==> src/rtl/ask_frame_sequencer.sv <==
// Serialises parallel words onto the ASK modulator's carrier-enable line:
// optional 1,0,1,0 preamble, MSB-first data at a programmable bit period, then one carrier-off stop bit.
module ask_frame_sequencer #(
  parameter int DATA_W = 8,
  parameter int DIV_W  = 16
) (
  input  logic              clk,
  input  logic              reset,
  input  logic [DATA_W-1:0] data_in,
  input  logic              data_valid,
  output logic              data_ready,
  input  logic [DIV_W-1:0]  bit_period,
  input  logic              preamble_en,
  output logic              modulator,
  output logic              busy,
  output logic              bit_tick,
  output logic              frame_done
);

  localparam int BW = ($clog2(DATA_W) < 2) ? 2 : $clog2(DATA_W);
  localparam logic [BW-1:0] LAST_DATA_BIT = BW'(DATA_W - 1);
  localparam logic [BW-1:0] LAST_PRE_BIT  = BW'(3);

  typedef enum logic [1:0] {IDLE, PRE, DATA, STOP} state_t;

  state_t            state, state_n;
  logic [DATA_W-1:0] shreg, shreg_n;
  logic [DIV_W-1:0]  period, period_n;
  logic [DIV_W-1:0]  cyc, cyc_n;
  logic [BW-1:0]     bitcnt, bitcnt_n;
  logic              last, last_n;
  logic              mod_n, tick_n, done_n;

  assign data_ready = (state == IDLE);
  assign busy       = (state != IDLE);
  assign last       = (cyc == period - DIV_W'(1));

  always_comb begin
    state_n  = state;
    shreg_n  = shreg;
    period_n = period;
    cyc_n    = cyc;
    bitcnt_n = bitcnt;
    case (state)
      IDLE: begin
        if (data_valid) begin
          shreg_n  = data_in;
          period_n = (bit_period == '0) ? DIV_W'(1) : bit_period;
          state_n  = preamble_en ? PRE : DATA;
          cyc_n    = '0;
          bitcnt_n = '0;
        end
      end
      PRE: begin
        if (last) begin
          cyc_n = '0;
          if (bitcnt == LAST_PRE_BIT) begin
            state_n  = DATA;
            bitcnt_n = '0;
          end else begin
            bitcnt_n = bitcnt + BW'(1);
          end
        end else begin
          cyc_n = cyc + DIV_W'(1);
        end
      end
      DATA: begin
        if (last) begin
          cyc_n   = '0;
          shreg_n = shreg << 1;
          if (bitcnt == LAST_DATA_BIT) begin
            state_n  = STOP;
            bitcnt_n = '0;
          end else begin
            bitcnt_n = bitcnt + BW'(1);
          end
        end else begin
          cyc_n = cyc + DIV_W'(1);
        end
      end
      STOP: begin
        if (last) begin
          state_n = IDLE;
          cyc_n   = '0;
        end else begin
          cyc_n = cyc + DIV_W'(1);
        end
      end
      default: state_n = IDLE;
    endcase
  end

  // Outputs are registered from the next-state view so they line up with the state register.
  always_comb begin
    last_n = (cyc_n == period_n - DIV_W'(1));
    tick_n = (state_n != IDLE) && last_n;
    done_n = (state_n == STOP) && last_n;
    case (state_n)
      PRE:     mod_n = ~bitcnt_n[0];
      DATA:    mod_n = shreg_n[DATA_W-1];
      default: mod_n = 1'b0;
    endcase
  end

  always_ff @(posedge clk) begin
    if (reset) begin
      state      <= IDLE;
      shreg      <= '0;
      period     <= '0;
      cyc        <= '0;
      bitcnt     <= '0;
      modulator  <= 1'b0;
      bit_tick   <= 1'b0;
      frame_done <= 1'b0;
    end else begin
      state      <= state_n;
      shreg      <= shreg_n;
      period     <= period_n;
      cyc        <= cyc_n;
      bitcnt     <= bitcnt_n;
      modulator  <= mod_n;
      bit_tick   <= tick_n;
      frame_done <= done_n;
    end
  end

endmodule

==> config.mk <==
export PLATFORM = sky130hd
export DESIGN_NAME = ask_frame_sequencer
export DESIGN_NICKNAME = d
export VERILOG_FILES = /design/src/rtl/ask_frame_sequencer.sv
export SDC_FILE = /design/constraint.sdc
export NUM_CORES = 1
export LEC_CHECK = 0
export CORE_ASPECT_RATIO = 0.6
export CORE_UTILIZATION = 57
export DETAILED_ROUTE_END_ITERATION = 12
export PLACE_DENSITY = 0.89
export SLEW_MARGIN = 20
export SYNTH_ARGS = -nofsm -noshare
export SYNTH_HDL_FRONTEND = slang
export SYNTH_SLANG_ARGS = --single-unit
==> constraint.sdc <==
create_clock -name clk -period 9.48 [get_ports clk]
set_clock_uncertainty 0.15 [all_clocks]
set_input_delay 1.896 -clock clk [delete_from_list [all_inputs] [get_ports clk]]
set_output_delay 1.896 -clock clk [all_outputs]
set_load 0.03 [all_outputs]
==> reports/results.ini <==
[synthesis]
synth_area_mm2=0.00427
synth_edf_count=0
syn_area_per_cell_um2=7.29
synthCells=586
synth-seq-cells=48
synthDistinctLibCells=69
syn_nets=621
ys.flop_type=dfxtp_1
synthArstFlopShare_pct=0
ys_seq_area_share_pct=22.5
ys_warn_count=0

[worst_setup_path]
reg2reg_to=bit_tick
critPathMaxFanout=33
criticalPathCategory=primary input to flip-flop
r2r_cells=16
cp.required_ns=9.57
worstPathArrival_ns=7.16
r2r_start=state[1]
crit_path_start_kind=primary input
regToRegSetupSlack_ns=4.33
cp-end-kind=flip-flop

[grt]
grt_start_max_net_pins=48
first_global_vias=4031
antenna_found_initial=0
grt_pass1_wl_um=21200
track_usage_pct=34.5
globalRouteOverflowTotal=0

[layout]
stdcell_count=691
drive_gt1_share_pct=5.11
antenna_cells=0
fin_util_pct=65.2
syn_to_final_growth_pct=10.9
fin_nets=621
fin_area_mm2=0.00474

[clocking]
numCtsBuffers=5
clkLatencyLatePin_ns=0.30
post_cts_resized=0
cts_max_level=2
cts_tree=built
clk_pin_slew_ns=0.07
cts_buffer_depth=2
hold_buffers=0
cts_setup_buffers=0
cts_sinks=48
clockRootBuffer=clkbuf_16

[floorplan]
start_util_pct=58.8
dieArea_mm2=0.00786
core_area_mm2=0.00727
chipHeight_um=69.1
die_w_um=114
rows=24
ios=33

[placed_design]
gp_congestion=0.979
dp_hpwl_um=9800
port_buffers=32
post-place-ws_ns=2.28
place_inst=683
place_area_mm2=0.00459

[route]
drtPass1Iterations=5
wl_per_cell_um=19.3
wl_um=13300
ant_nets=0
avgViaCountPerCell=6.57
num_vias=4537
drtIter0Drc=511
drc=0

[min_path]
hold_start=shreg[2]
min_path_type=flip-flop to flip-flop
min_path_cells=2
whs_endpoint=shreg[2]

[timing]
grt_setup_unrepaired=false
finalSetupViolCount=0
whs_ns=0.304
layout_setup_ws_ns=2.41
tightest_slew_ns=1.15
setup-tns-final_ns=0
timing.final.crit_period_ns=7.07
relSlewSlack_pct=23.0
max_freq_mhz=142
maxSlewViolCount=0
hold_viol_final=0
fin_crit_sh_pct=74.5

[power]
ir_worst_vdd_mv=0.0783
p_leak_nw=1.68
finalPower_mw=0.647
powerDensity_mw_per_mm2=136

[run]
max-cap-violations=0

[run_status]
status=finished, final reports clean

-- report_power, final --
part | total (mW) | switching, mW | internal (mW)
clock network | 0.189 | 0.0838 | 0.105
registers | 0.230 | 0.0186 | 0.211
logic | 0.228 | 0.137 | 0.0913
-- worst max-delay path: stages --
cell             delay [ns]
clkdlybuf4s50_1        0.90
or3b_1                 0.40
buf_4                  0.25
or3_1                  0.34
o21ai_0                0.37
inv_1                  0.16
ha_1                   0.32
nor3b_1                0.21
nand2_1                0.15
o22ai_1                0.15
xnor2_1                0.34
mux2i_1                0.30
o211ai_1               0.14
a2111oi_2              0.40
nand4_1                0.19
a2111oi_2              0.38
and4_1                 0.23
-- cell usage after synthesis (3+ instances only) --
library cell / instances / share of area, %
nand3b_1: 3 / 0.53
o22ai_1: 5 / 0.73
nor4_1: 9 / 1.3
xnor2_1: 38 / 7.8
buf_1: 5 / 0.44
a2111oi_0: 3 / 0.61
xor2_1: 14 / 2.9
o31ai_1: 4 / 0.70
clkbuf_1: 30 / 2.6
a2bb2oi_1: 5 / 1.0
and3_1: 11 / 1.6
inv_1: 20 / 1.8
nor4_4: 3 / 1.5
nor3b_1: 7 / 1.2
a31oi_1: 4 / 0.59
ha_1: 7 / 2.0
buf_2: 7 / 0.82
nand3_1: 25 / 2.9
dfxtp_1: 48 / 22
nand2_1: 62 / 5.4
mux2i_1: 17 / 4.0
and2_1: 5 / 0.73
nand2b_1: 8 / 1.2
a22oi_1: 11 / 1.9
nand4_1: 10 / 1.5
or4_1: 3 / 0.53
nor2b_1: 4 / 0.59
a21boi_0: 3 / 0.53
o21ai_0: 19 / 2.2
nor2_1: 57 / 5.0
a311oi_1: 6 / 1.2
nor3_1: 20 / 2.3
a21oi_1: 46 / 5.4
o211ai_1: 4 / 0.70
or3_1: 11 / 1.6
-- placed cells by master (no fill, tap or decap), drive strengths merged, types with 3 or more instances in the layout --
master and n:
nand2 62, nor2 57, dfxtp 48, a21oi 46
xnor2 38, clkdlybuf4s50 32, nand3 25, o21ai 21
inv 20, nor3 20, mux2i 17, xor2 14
nor4 14, or3 11, and3 11, a22oi 11
nand4 10, nor3b 9, nand2b 8, ha 7
a311oi 6, clkbuf 6, o22ai 5, and2 5
a2bb2oi 5, buf 5, or4 5, a2111oi 5
a31oi 4, o211ai 4, o31ai 4, nor2b 4
nand3b 3, a21boi 3, or3b 3, o311ai 3
-- per-layer routing --
| metal | vias up | track usage, % | routed length (µm) |
|---|---|---|---|
| met5 | - | 0 | 0 |
| met1 | 2098 | 50.7 | 5850 |
| met3 | 23 | 12.9 | 1960 |
| met4 | 0 | 7.36 | 161 |
| li1 | 2129 | - | - |
| met2 | 287 | 47.1 | 5360 |
-- cell families (layout without fill, tap and decap cells) --
logic type                 count (synthesis)  in the layout  synth area share [%]
xor gates and xnor gates                  52             52                  10.7
and+or+nand+nor                          257            257                  32.3
buffers and inverters                     64             65                  6.00
DFF                                       48             48                  22.5
adders and majority gates                  7              7                  2.05
AOI/OAI and AO/OA                        140            140                  22.3
muxes                                     18             18                  4.24
-- cell type report --
cell class	count	area [µm²]
clock inverter	2	15.0
sequential	48	961
fill	640	2530
multi-input combinational	474	3060
tap	104	130
inverter	20	75.1
timing repair buffer	37	358
clock buffer	6	139
-- worst max path at each step --
stage                     cells after the start        to  slack, ns  startpoint
final                                        17  bit_tick       2.41  data_valid
after global placement                       17  bit_tick       2.51  data_valid
after CTS                                    17  bit_tick       2.57  data_valid
after floorplan                              16  bit_tick       3.63  data_valid
after global routing                         17  bit_tick       2.12  data_valid
after detailed placement                     17  bit_tick       2.28  data_valid
-- registers in the layout, indices dropped and copies added, names as in the netlist --
| register | count |
|---|---|
| cyc | 16 |
| state | 2 |
| bitcnt | 3 |
| modulator | 1 |
| bit_tick | 1 |
| period | 16 |
| shreg | 8 |
| frame_done | 1 |
(Power assumes the default switching activity.)
